<file path="config.mk">
export PLATFORM = sky130hd
export DESIGN_NAME = conv_window_mac
export DESIGN_NICKNAME = d
export VERILOG_FILES = /design/src/rtl/conv_window_mac.sv
export SDC_FILE = /design/constraint.sdc
export NUM_CORES = 1
export LEC_CHECK = 0
export BUFFER_PORTS_ARGS = -buffer_cell sky130_fd_sc_hd__buf_2
export CAP_MARGIN = 20
export CORE_MARGIN = 3
export CORE_UTILIZATION = 45
export DETAILED_ROUTE_END_ITERATION = 6
export GPL_TIMING_DRIVEN = 0
export PLACE_DENSITY = 0.65
export SLEW_MARGIN = 20
export SYNTH_ARGS = -nofsm -noshare
export SYNTH_HDL_FRONTEND = slang
export SYNTH_SLANG_ARGS = --single-unit
</file>
<file path="constraint.sdc">
create_clock -name i_clk -period 6.3 [get_ports i_clk]
set_clock_uncertainty 0.15 [all_clocks]
set_input_delay 0.945 -clock i_clk [delete_from_list [all_inputs] [get_ports i_clk]]
set_output_delay 0.945 -clock i_clk [all_outputs]
set_load 0.02 [all_outputs]
</file>
<file path="src/rtl/conv_window_mac.sv">
// Streaming KxK multi-channel convolution MAC: kernel load, per-window accumulate, saturated result.
// Define CONV_WINDOW_MAC_RELU_EN to clamp negative results to zero (fused ReLU).
module conv_window_mac #(
    parameter int KERNEL_SIZE = 3,
    parameter int CHANNELS    = 1,
    parameter int DATA_WIDTH  = 8,
    parameter int ACC_WIDTH   = 24,
    parameter int OUT_SHIFT   = 0
) (
    input  logic                  i_clk,
    input  logic                  i_rst,
    input  logic                  i_start,
    input  logic                  i_keep_kernel,
    input  logic                  i_kernel_valid,
    input  logic [DATA_WIDTH-1:0] i_kernel_data,
    output logic                  o_kernel_ready,
    input  logic                  i_pix_valid,
    input  logic [DATA_WIDTH-1:0] i_pix_data,
    input  logic                  i_pix_last,
    output logic                  o_pix_ready,
    output logic [DATA_WIDTH-1:0] o_result,
    output logic                  o_result_valid,
    input  logic                  i_result_ready,
    output logic                  o_busy,
    output logic                  o_done
);

    localparam int N  = KERNEL_SIZE * KERNEL_SIZE * CHANNELS;
    localparam int TW = (N > 1) ? $clog2(N) : 1;
    localparam int PW = 2 * DATA_WIDTH;

    localparam logic signed [ACC_WIDTH-1:0] SAT_MAX =
        {{(ACC_WIDTH-DATA_WIDTH+1){1'b0}}, {(DATA_WIDTH-1){1'b1}}};
    localparam logic signed [ACC_WIDTH-1:0] SAT_MIN =
        {{(ACC_WIDTH-DATA_WIDTH+1){1'b1}}, {(DATA_WIDTH-1){1'b0}}};

    typedef enum logic [2:0] {
        S_IDLE,
        S_LOAD_KERNEL,
        S_ACCUM,
        S_OUTPUT,
        S_DONE
    } state_t;

    state_t                       state_q, state_d;
    logic [TW-1:0]                tap_q, tap_d;
    logic signed [ACC_WIDTH-1:0]  acc_q, acc_d;
    logic                         last_q, last_d;
    logic signed [DATA_WIDTH-1:0] kernel_q [N];

    logic                         kern_fire, pix_fire, tap_end;
    logic signed [PW-1:0]         prod;
    logic signed [ACC_WIDTH-1:0]  prod_ext, shifted;
    logic [DATA_WIDTH-1:0]        sat;

    assign o_kernel_ready = (state_q == S_LOAD_KERNEL);
    assign o_pix_ready    = (state_q == S_ACCUM);
    assign o_result_valid = (state_q == S_OUTPUT);
    assign o_busy         = (state_q != S_IDLE);
    assign o_done         = (state_q == S_DONE);

    assign kern_fire = i_kernel_valid && o_kernel_ready;
    assign pix_fire  = i_pix_valid && o_pix_ready;
    assign tap_end   = (tap_q == TW'(N - 1));

    assign prod     = $signed(i_pix_data) * kernel_q[tap_q];
    assign prod_ext = {{(ACC_WIDTH-PW){prod[PW-1]}}, prod};

    // Kernel is retained across jobs and resets so i_keep_kernel can reuse it.
    always_ff @(posedge i_clk) begin
        if (kern_fire) kernel_q[tap_q] <= $signed(i_kernel_data);
    end

    always_ff @(posedge i_clk or posedge i_rst) begin
        if (i_rst) begin
            state_q <= S_IDLE;
            tap_q   <= '0;
            acc_q   <= '0;
            last_q  <= 1'b0;
        end else begin
            state_q <= state_d;
            tap_q   <= tap_d;
            acc_q   <= acc_d;
            last_q  <= last_d;
        end
    end

    always_comb begin
        state_d = state_q;
        tap_d   = tap_q;
        acc_d   = acc_q;
        last_d  = last_q;
        case (state_q)
            S_IDLE: begin
                if (i_start) begin
                    tap_d   = '0;
                    acc_d   = '0;
                    state_d = i_keep_kernel ? S_ACCUM : S_LOAD_KERNEL;
                end
            end
            S_LOAD_KERNEL: begin
                if (kern_fire) begin
                    if (tap_end) begin
                        tap_d   = '0;
                        state_d = S_ACCUM;
                    end else begin
                        tap_d = tap_q + TW'(1);
                    end
                end
            end
            S_ACCUM: begin
                if (pix_fire) begin
                    acc_d = acc_q + prod_ext;
                    if (tap_end) begin
                        tap_d   = '0;
                        last_d  = i_pix_last;
                        state_d = S_OUTPUT;
                    end else begin
                        tap_d = tap_q + TW'(1);
                    end
                end
            end
            S_OUTPUT: begin
                if (i_result_ready) begin
                    acc_d   = '0;
                    state_d = last_q ? S_DONE : S_ACCUM;
                end
            end
            S_DONE:  state_d = S_IDLE;
            default: state_d = S_IDLE;
        endcase
    end

    assign shifted = acc_q >>> OUT_SHIFT;

    always_comb begin
        if (shifted > SAT_MAX)      sat = SAT_MAX[DATA_WIDTH-1:0];
        else if (shifted < SAT_MIN) sat = SAT_MIN[DATA_WIDTH-1:0];
        else                        sat = shifted[DATA_WIDTH-1:0];
`ifdef CONV_WINDOW_MAC_RELU_EN
        if (sat[DATA_WIDTH-1]) sat = '0;
`endif
    end

    // acc is frozen in OUTPUT, so the result stays stable under backpressure.
    assign o_result = (state_q == S_OUTPUT) ? sat : '0;

endmodule

</file>
# After elaboration in Yosys (flattened, before gate mapping)
# Memories as Yosys holds them, arrays and structs flattened.
# Cells that the tools add are included.
[op_classes]
reduce_logical = 10
n_addsub = 2
n_mul = 1
mux = 23
eq_ne = 11
n_lt_le_gt_ge = 2
[op_table]
columns = ["operator", "n"]
rows = [
  ["$mux W24", 3],
  ["$pmux W24 S3", 1],
  ["$add A24 B16 Y24", 1],
  ["$gt A24 B8 Y1 const B", 1],
  ["$lt A24 B8 Y1 const B", 1],
  ["$mux W8", 3],
  ["$mux W3", 7],
  ["$mul A8 B8 Y16", 1],
  ["$mux W4", 4],
  ["$pmux W3 S4", 1],
  ["$pmux W4 S3", 1],
  ["$ne A2 B1 Y1 const B", 5],
  ["$reduce_bool A3 Y1", 3],
  ["$reduce_and A4 Y1", 2],
  ["$eq A3 B2 Y1 const B", 2],
  ["$reduce_and A6 Y1", 1],
  ["$add A4 B1 Y4 const B", 1],
  ["$eq A4 B4 Y1 const B", 1],
  ["$eq A3 B1 Y1 const B", 1],
  ["$eq A3 B3 Y1 const B", 1],
  ["$logic_not A3 Y1", 1],
  ["$reduce_and A3 Y1", 1],
  ["$logic_and A1 B1 Y1", 2],
  ["$mux W1", 2],
  ["other kinds (2)", 2],
]
[totals]
regBits = 32
out_inout_bits = 13
input_bits = 24
wordCells = 54
mem_count = 1
ramBits = 72
[mem_list]
columns = ["name", "words", "width", "read_ports", "rd_clocked_by_memory_dff", "write_ports", "line", "text"]
rows = [
  ["kernel_q", 9, 8, 1, 0, 1, "49", "logic signed [DATA_WIDTH-1:0] kernel_q [N];"],
]

# Depth between registers and ports, before layout
# Gate-level depths: netlist of the first run.
# An unclocked memory read counts as a cell.
[logic_depth]
word_depth = 5
depth_mapped = 24
depth_no_buf = 22

# Worst setup path before layout of the first run
# No wires, ideal clock.
[synth_timing]
kind = "register to register"
from = "register tap_q[0]"
to = "register acc_q[22]"
period_less_slack_ps = 6511
setup_ps = 129
stages_incl_launch_ff = 21
setup_slack_ps = -211
t_arrival_ps = 6233
n_path_buf = 1
t_required_ps = 6021
path_cell_list = "dfrtp_1 buf_2 mux4_2 mux2i_1 nor2_1 a21oi_2 nor2b_1 fa_1 inv_1 fa_1 inv_1 fa_1 fa_1 ha_1 ha_1 and3_1 a221o_1 o31a_1 a2111oi_4 or4_1 nand3_1"
[synth_via]
elab_chain_len = 5
[synth_rtl]
columns = ["item", "line", "text"]
rows = [
  ["from (decl)", "46", "logic [TW-1:0] tap_q, tap_d;"],
  ["from (signal assigned)", "82", "tap_q <= tap_d;"],
  ["$mem_v2 Z9 W8", "-", ""],
  ["$mul A8 B8 Y16", "66", "assign prod = $signed(i_pix_data) * kernel_q[tap_q];"],
  ["$add A24 B16 Y24", "113", "acc_d = acc_q + prod_ext;"],
  ["$mux W24", "112", "if (pix_fire) begin"],
  ["$pmux W24 S3", "93", "case (state_q)"],
  ["to (signal assigned)", "78", "acc_q <= '0;"],
  ["to (signal assigned)", "83", "acc_q <= acc_d;"],
  ["to (decl)", "47", "logic signed [ACC_WIDTH-1:0] acc_q, acc_d;"],
]
# Every way passes these cells. The select of a mux whose other input is x is not followed.
# A chain may end at the register's enable or synchronous reset.

# Final worst setup path of the first run
[layout_timing]
from = "register tap_q[0]"
to = "register acc_q[21]"
# Same word-level chain as after synthesis.

==> flow_results.org, run 1 <==
** Outcome
- Outcome :: finished, violations left
- The final reports fail on negative setup slack.

** Hold path
- Classification of the worst-slack hold path :: reg -> reg

** Setup path
- Endpoint class of the critical path :: flop
- Start-to-end type of the worst setup path :: reg -> reg
- STA classifies the critical path startpoint as a flop.
- CP required :: 6360 ps
- Of all nets on the critical path, the largest fanout is 6.
- Critical Path AT :: 6490 ps

** Drt
- The pre-antenna-repair detailed-routing pass consisted of 5 iterations.
- Count of routing violations after the opening detailed-route iteration :: 333
- After detailed routing, the average wire length per cell comes to 18.8 um.
- Summed over all layers, the routed wires come to just under 20000 um.
- DRC errors left :: 0
- Average via count per standard cell :: 5.50
- The routed layout has slightly below 6000 vias.
- Once detail routing completed, the nets flagged for antenna violations numbered 0.

** Synth
- The number of nets handed over by synthesis was about 900.
- Synthesis inferred roughly 100 register bits.
- Total standard cell area after synthesis :: approximately 0.0085 mm^2
- Commonest register cell after synthesis :: sky130_fd_sc_hd__edfxtp_1
- In the synthesized netlist, the number of instances is a little over 700.
- Counting flops with an async set or reset pin after synthesis yields a share of between 30% and 40%.
- Sequential element share of the synthesized area :: 34.8%
- The synthesized design contains 72 enable-type register cells.
- After synthesis, the netlist uses 58 different library cells.
- Syn avg cell area :: about 12 um^2
- The Yosys step of the flow raised 0 warnings.

** GRT
- Maximum number of pins on one net before global-route repair :: 33
- All-Layer GR Usage :: ~20%
- The number of global-route vias before repair was 6135.
- Total grt overflow :: 0
- Antenna violations before repair :: 0
- The first global-routing pass estimated 32200 um of wire.

** Placement
- After detailed placement, the design holds a cell count of 981.
- The wire-length estimate of the detail-placed layout is 14300 um.
- Input and output buffers added on the ports amount to 36.
- Gpl congestion :: ~0.9

** Floorplanning
- Vertical extent of the die :: approximately 140 um
- For this configuration, the core starts out at a cell density of roughly 47%.
- The die covers between 0.02 and 0.025 mm^2.
- In this run the core area contains 49 standard-cell rows.
- Std-Cell Core Area :: between 0.015 and 0.02 mm^2
- 37 I/O pins were placed.
- The die is 144 um wide.

** Final layout
- After filler insertion, the fill cell instance count of the layout stands at 1504.
- The area growth from synthesis to layout is 20.6%.
- Most frequent cells in the layout :: 98 x sky130_fd_sc_hd__inv_1, 97 x sky130_fd_sc_hd__fa_1, 72 x sky130_fd_sc_hd__edfxtp_1
- Ant. Diodes :: 0
- After the flow finishes, the layout carries non-filler instances totaling around 1100.
- The final layout contains 1007 nets.
- Leaving out fill and tap cells, the most frequent cell in the layout is sky130_fd_sc_hd__inv_1.
- The post-route netlist has 25.3% of its cells at a drive strength greater than 1.

** STA
- The hold violation count in the final report came to 0.
- Setup violations remaining at the end of the flow were counted as 3.
- Worst slew margin :: roughly two fifths
- Setup repair after global routing missed its margin :: true
- Final number of max-transition violations :: 0
- Counting I/O delays and the setup requirement, the final critical path takes approximately 6400 ps.
- Post-route clock period utilization :: 102%
- Worst path setup slack after routing :: -130 ps
- Final hold analysis gives a worst-case slack of just under 400 ps.
- Pin slew with the least headroom to its limit :: a little under 900 ps
- FMAX :: about 160 MHz

** Clock tree
- Counting the buffers created by CTS gives 9.
- TritonCTS built the clock tree.
- Sinks on Clock Net :: roughly 100
- After clock tree synthesis, the clock-pin slew on the worst setup and hold paths is roughly 80 ps.
- Deepest clock path buffer count :: 2
- The later pin in the worst-skew pair is clocked with a latency of roughly 340 ps.
- Clock tree root driver cell :: sky130_fd_sc_hd__clkbuf_16
- For this design, the CTS-stage hold fixing added 0 buffers.
- CTS built an H-tree with a depth of 3.

** Flow run
- The tool flagged a number of max-cap violations equal to 0.
layer usage:
metal	part of all wire, %	GRT usage [%]	wire, um
met5	0	0	0
met4	1.5	4.11	295
met3	5.5	3.09	1080
met2	49	33.3	9800
met1	44	28.7	8670
cells by family after synthesis:
logic type	share of synthesized area (%)
mux	5.54
flops	34.8
fa+ha+maj	33.0
simple gates	10.8
xor+xnor	2.16
compound gates	8.25
buf+inv	5.48
cells in the mapped netlist (all sizes together) (12+ instances only):
library cell  count  share of area [%]
dfrtp            32                9.4
edfxtp           72                 25
nand2            47                2.1
fa              104                 24
a21oi            13                1.0
ha               58                8.5
o21ai            28                1.6
xnor2            12                1.2
nor2             42                1.9
nor2b            36                2.6
and2             13               0.96
inv             104                4.6
mux4             16                4.2
flip-flops by register name, indices dropped and copies added, names as in the netlist:
name      cells
state_q       3
kernel_q     72
tap_q         4
acc_q        24
last_q        1
area by class of cell:
cell class	count	area [um^2]	share of cell area [%]
Clock inverter	6	57.6	0.561
Multi-Input combinational cell	490	5480	53.4
Timing Repair Buffer	97	754	7.35
Inverter	104	408	3.97
Sequential cell	104	2960	28.9
Tap cell	229	287	2.79
Clock buffer	9	225	2.19
Buffer	15	85.1	0.829
metrics by stage:
stage          area (um^2)  TNS (ps)  util, %  setup WS (ps)
2_1_floorplan         8540         0        -           3.45
3_3_place_gp          9010     -8870     49.3          -1050
3_5_place_dp          9020     -9840     49.4          -1050
4_1_cts              10100     -22.4     55.1          -20.1
5_1_grt              10300     -1930     56.2           -316
6_report             10300      -288     56.2           -130
path summary, 6_finish.rpt:
path / slack, ps / cells past startpoint / endpoint / from
worst max-delay path: -130 / 23 / acc_q[21] / tap_q[0]
worst min-delay path: 390 / 2 / state_q[2] / last_q
worst max register to register: -130 / 23 / acc_q[21] / tap_q[0]
worst min register to register: 390 / 2 / state_q[2] / last_q
max in group asynchronous: 4950 / 2 / tap_q[0] / i_rst
min in group asynchronous: 550 / 2 / state_q[0] / i_rst
worst max-delay path: stages (launching register included):
cell                      delay [ps]
sky130_fd_sc_hd__dfrtp_2         460
sky130_fd_sc_hd__buf_6           170
sky130_fd_sc_hd__mux4_2          510
sky130_fd_sc_hd__mux2i_1         150
sky130_fd_sc_hd__nor2_1           80
sky130_fd_sc_hd__a21oi_4         290
sky130_fd_sc_hd__nor2b_2          90
sky130_fd_sc_hd__fa_2            580
sky130_fd_sc_hd__inv_4            60
sky130_fd_sc_hd__fa_2            590
sky130_fd_sc_hd__buf_12          130
sky130_fd_sc_hd__inv_8            40
sky130_fd_sc_hd__fa_1            460
sky130_fd_sc_hd__fa_1            610
sky130_fd_sc_hd__ha_4            230
sky130_fd_sc_hd__ha_4            230
sky130_fd_sc_hd__buf_4           130
sky130_fd_sc_hd__and4_1          230
sky130_fd_sc_hd__and2_1          170
sky130_fd_sc_hd__a22o_1          200
sky130_fd_sc_hd__a311o_1         300
sky130_fd_sc_hd__a21oi_2         150
sky130_fd_sc_hd__xor2_1          200
sky130_fd_sc_hd__o21ai_1          80
timing repair:
action,in CTS,in global routing
setup buffers,34,25
setup endpoints to repair,15,12
gates resized for setup,76,24
gates cloned,2,0
pin swaps,49,31
Power of run 1 is left out: the tool's default activity adds up to more than one toggle a clock period on the data nets, which glitch-free logic cannot reach.
==> run 2, diff against run 1 <==
--- a/config.mk
+++ b/config.mk
@@ -5,7 +5,7 @@
 export SDC_FILE = /design/constraint.sdc
 export NUM_CORES = 1
 export LEC_CHECK = 0
-export BUFFER_PORTS_ARGS = -buffer_cell sky130_fd_sc_hd__buf_2
+export BUFFER_PORTS_ARGS = -buffer_cell sky130_fd_sc_hd__buf_4
 export CAP_MARGIN = 20
 export CORE_MARGIN = 3
 export CORE_UTILIZATION = 45
==> constraint.sdc (replaced) <==
create_clock -name i_clk -period 6.3 [get_ports i_clk]
set_clock_uncertainty 0.15 [all_clocks]
set_input_delay 0.315 -clock i_clk [delete_from_list [all_inputs] [get_ports i_clk]]
set_output_delay 0.315 -clock i_clk [all_outputs]
set_load 0.02 [all_outputs]
==> run 2 against run 1 <==
Net effect:
- the flow still finishes with violations (negative setup slack)
- critical path depth decreased by 3
- critical path type unchanged
- setup slack better by 120 ps
- non-clock buffer count down 3
- critical endpoint is now acc_q[22]
==> flow_results.org, run 2 (same netlist as run 1, synthesis figures left out) <==
** Outcome
- Outcome :: finished, violations left (unchanged)
- Violated checks: negative setup slack (unchanged).

** Drt
- The final wirelength came to 20400 um (was 19900 um).
- Per-cell routed wire length :: 19.4 um (was 18.8 um)
- The number of remaining DRC errors was 0 (unchanged).
- The via total after detailed routing is 5770 (was 5800).
- Post-DRT Antenna Nets :: 0 (unchanged)
- The via count normalized by instance count is 5.48 (was 5.50).
- The DRC violation total after the first TritonRoute iteration came to 306 (was 333).
- The total iterations of the first detailed-routing run came to 5 (unchanged).

** Final layout
- The share of final-layout standard cells stronger than drive strength 1 is 26.6% (was 25.3%).
- Flip-flop count of the largest register, all copies and words added :: 72 (unchanged)
- Biggest registers after layout :: kernel_q (72), acc_q (24), tap_q (4) (unchanged)
- Ant. Diodes :: 0 (unchanged)
- Relative area change from synthesis to final layout :: 24.0% (was 20.6%)
- Fin nets :: 1004 (was 1007)
- The most flop-heavy register was kernel_q (unchanged).
- The count of fill cells added during filler insertion came to 1473 (was 1504).
- The leading cell type in the layout, fill and taps excluded is sky130_fd_sc_hd__fa_1 (was sky130_fd_sc_hd__inv_1).
- The core utilization of the finished layout is 57.8% (was 56.2%).
- Most frequent cells in the layout :: 99 x sky130_fd_sc_hd__fa_1, 96 x sky130_fd_sc_hd__inv_1, 72 x sky130_fd_sc_hd__buf_4, 72 x sky130_fd_sc_hd__edfxtp_1, 47 x sky130_fd_sc_hd__nand2_1 (was 98 x sky130_fd_sc_hd__inv_1, 97 x sky130_fd_sc_hd__fa_1, 72 x sky130_fd_sc_hd__edfxtp_1)

** Clock tree
- Sinks on Clock Net :: 104 (unchanged)
- The TritonCTS clock tree was yes (unchanged).
- Clock tree root driver cell :: sky130_fd_sc_hd__clkbuf_16 (unchanged)
- H-tree level count :: 3 (unchanged)
- Deepest clock path buffer count :: 2 (unchanged)
- The clock input transition at the sequential cells of the worst setup and hold paths was 80 ps (about the same).
- The later-pin clock latency in the skew report was 340 ps (about the same).
- Number of clock buffers inserted by TritonCTS :: 9 (unchanged)

** STA
- Final number of max-transition violations :: 0 (unchanged)
- The hold violation count in the final report was 0 (unchanged).
- FMAX :: 159 MHz (was 156 MHz)
- Post-route clock period utilization :: 100% (was 102%)
- Final critical path time including I/O delays and setup :: 6310 ps (was 6430 ps)
- Worst path setup slack after routing :: -7.88 ps (was -130 ps)
- The normalized max-slew margin was 46.5% (was 41.2%).
- The post-route worst hold slack is 59.4 ps (was 390 ps).
- Setup repair after global routing missed its margin :: true (unchanged)
- Pin slew with the least headroom to its limit :: 799 ps (was 879 ps)
- Setup-violating endpoint count in the final report :: 1 (was 3)

** Floorplanning
- Std-Cell Core Area :: 0.0183 mm^2 (unchanged)
- Num ports :: 37 (unchanged)
- Vertical extent of the die :: 144 um (unchanged)
- The area of the die was 0.0206 mm^2 (unchanged).
- The total number of placement rows was 49 (unchanged).
- The effective utilization at floorplan is 46.6% (unchanged).
- Die span in x :: 144 um (unchanged)

** Placement
- The post-detailed-placement half-perimeter wirelength is 14500 um (was 14300 um).
- The count of buffers from port buffering came to 36 (unchanged).
- Gpl congestion :: 0.961 (was 0.904)

** GRT
- Total grt overflow :: 0 (unchanged)
- The global-route wire length before repair came to 33300 um (was 32200 um).
- Vias in the first global route :: 6216 (was 6135)
- Maximum number of pins on one net before global-route repair :: 33 (unchanged)
- All-Layer GR Usage :: 20.8% (was 20.2%)
- Antenna violations before repair :: 0 (unchanged)

** Setup path
- The category of the worst setup path launch point was a flop (unchanged).
- The critical path arrival came to 6370 ps (was 6490 ps).
- CP required :: 6360 ps (about the same)
- The endpoint class of the critical path is a flop (unchanged).
- Biggest fanout along the worst timing path :: 7 (was 6)
- The worst setup path category is reg -> reg (unchanged).

** Flow run
- The count of maximum capacitance violations was 0 (unchanged).

** Hold path
- Classification of the worst-slack hold path :: in -> reg (was reg -> reg)
run 2: worst max-delay path, stage by stage, from the launching register on:
cell,delay [ps]
sky130_fd_sc_hd__dfrtp_2,470
sky130_fd_sc_hd__buf_12,160
sky130_fd_sc_hd__mux4_2,490
sky130_fd_sc_hd__mux2i_1,140
sky130_fd_sc_hd__nor2_1,80
sky130_fd_sc_hd__a21oi_4,250
sky130_fd_sc_hd__nor2b_2,90
sky130_fd_sc_hd__fa_2,610
sky130_fd_sc_hd__inv_4,60
sky130_fd_sc_hd__fa_2,630
sky130_fd_sc_hd__inv_6,70
sky130_fd_sc_hd__fa_1,550
sky130_fd_sc_hd__fa_1,450
sky130_fd_sc_hd__ha_4,310
sky130_fd_sc_hd__ha_4,220
sky130_fd_sc_hd__and3_1,190
sky130_fd_sc_hd__a221o_1,340
sky130_fd_sc_hd__o31a_1,310
sky130_fd_sc_hd__a2111oi_4,370
sky130_fd_sc_hd__or4_1,160
sky130_fd_sc_hd__nand3_1,70
run 2: final timing paths:
path | slack (ps) | to | cells past startpoint | startpoint
worst max-delay path | -8 | acc_q[22] | 20 | tap_q[0]
worst min-delay path | 60 | kernel_q[0][3] | 1 | i_kernel_data[3]
worst max register to register | -8 | acc_q[22] | 20 | tap_q[0]
worst min register to register | 370 | state_q[2] | 2 | last_q
max in group asynchronous | 5010 | tap_q[0] | 3 | i_rst
min in group asynchronous | 490 | tap_q[1] | 3 | i_rst
run 2: repair_timing:
| action | 4_1_cts | 5_1_grt |
|---|---|---|
| endpoints found under the hold margin | 32 | 0 |
| hold buffers | 1 | 0 |
| gates cloned | 2 | 0 |
| pin swaps | 54 | 43 |
| endpoints found under the setup margin | 15 | 11 |
| resized for setup | 71 | 45 |
| buffers inserted | 41 | 11 |
run 2: layer usage:
layer,share of wire (%),vias up,global-route usage (%),routed length (um)
li1,-,2631,-,-
met1,45,2989,30.0,9170
met2,49,132,33.9,10100
met3,4.1,18,2.73,845
met4,1.5,0,4.86,310
met5,0,-,0,0
run 2: layout make-up:
cell class | instances | area [um^2] | area share [%]
multi-input cells | 490 | 5620 | 53.2
flip-flops and latches | 104 | 2960 | 28.1
repair buffers | 92 | 863 | 8.18
inverters | 104 | 405 | 3.84
well taps | 229 | 287 | 2.71
clock buffers | 9 | 225 | 2.13
plain buffers | 17 | 130 | 1.23
clock inverters | 7 | 66.3 | 0.628
run 2: stage by stage:
stage / std cells / area, um^2 / setup WS [ps] / setup TNS, ps
after floorplan: 715 / 8540 / 3.45 / 0
after global placement: 980 / 9100 / -1070 / -8930
after detailed placement: 982 / 9120 / -1130 / -10070
after CTS: 1042 / 10300 / -36.7 / -37.7
after global routing: 1052 / 10600 / -242 / -821
final: 1052 / 10600 / -7.88 / -7.88
Power of run 2 is left out for the same reason.
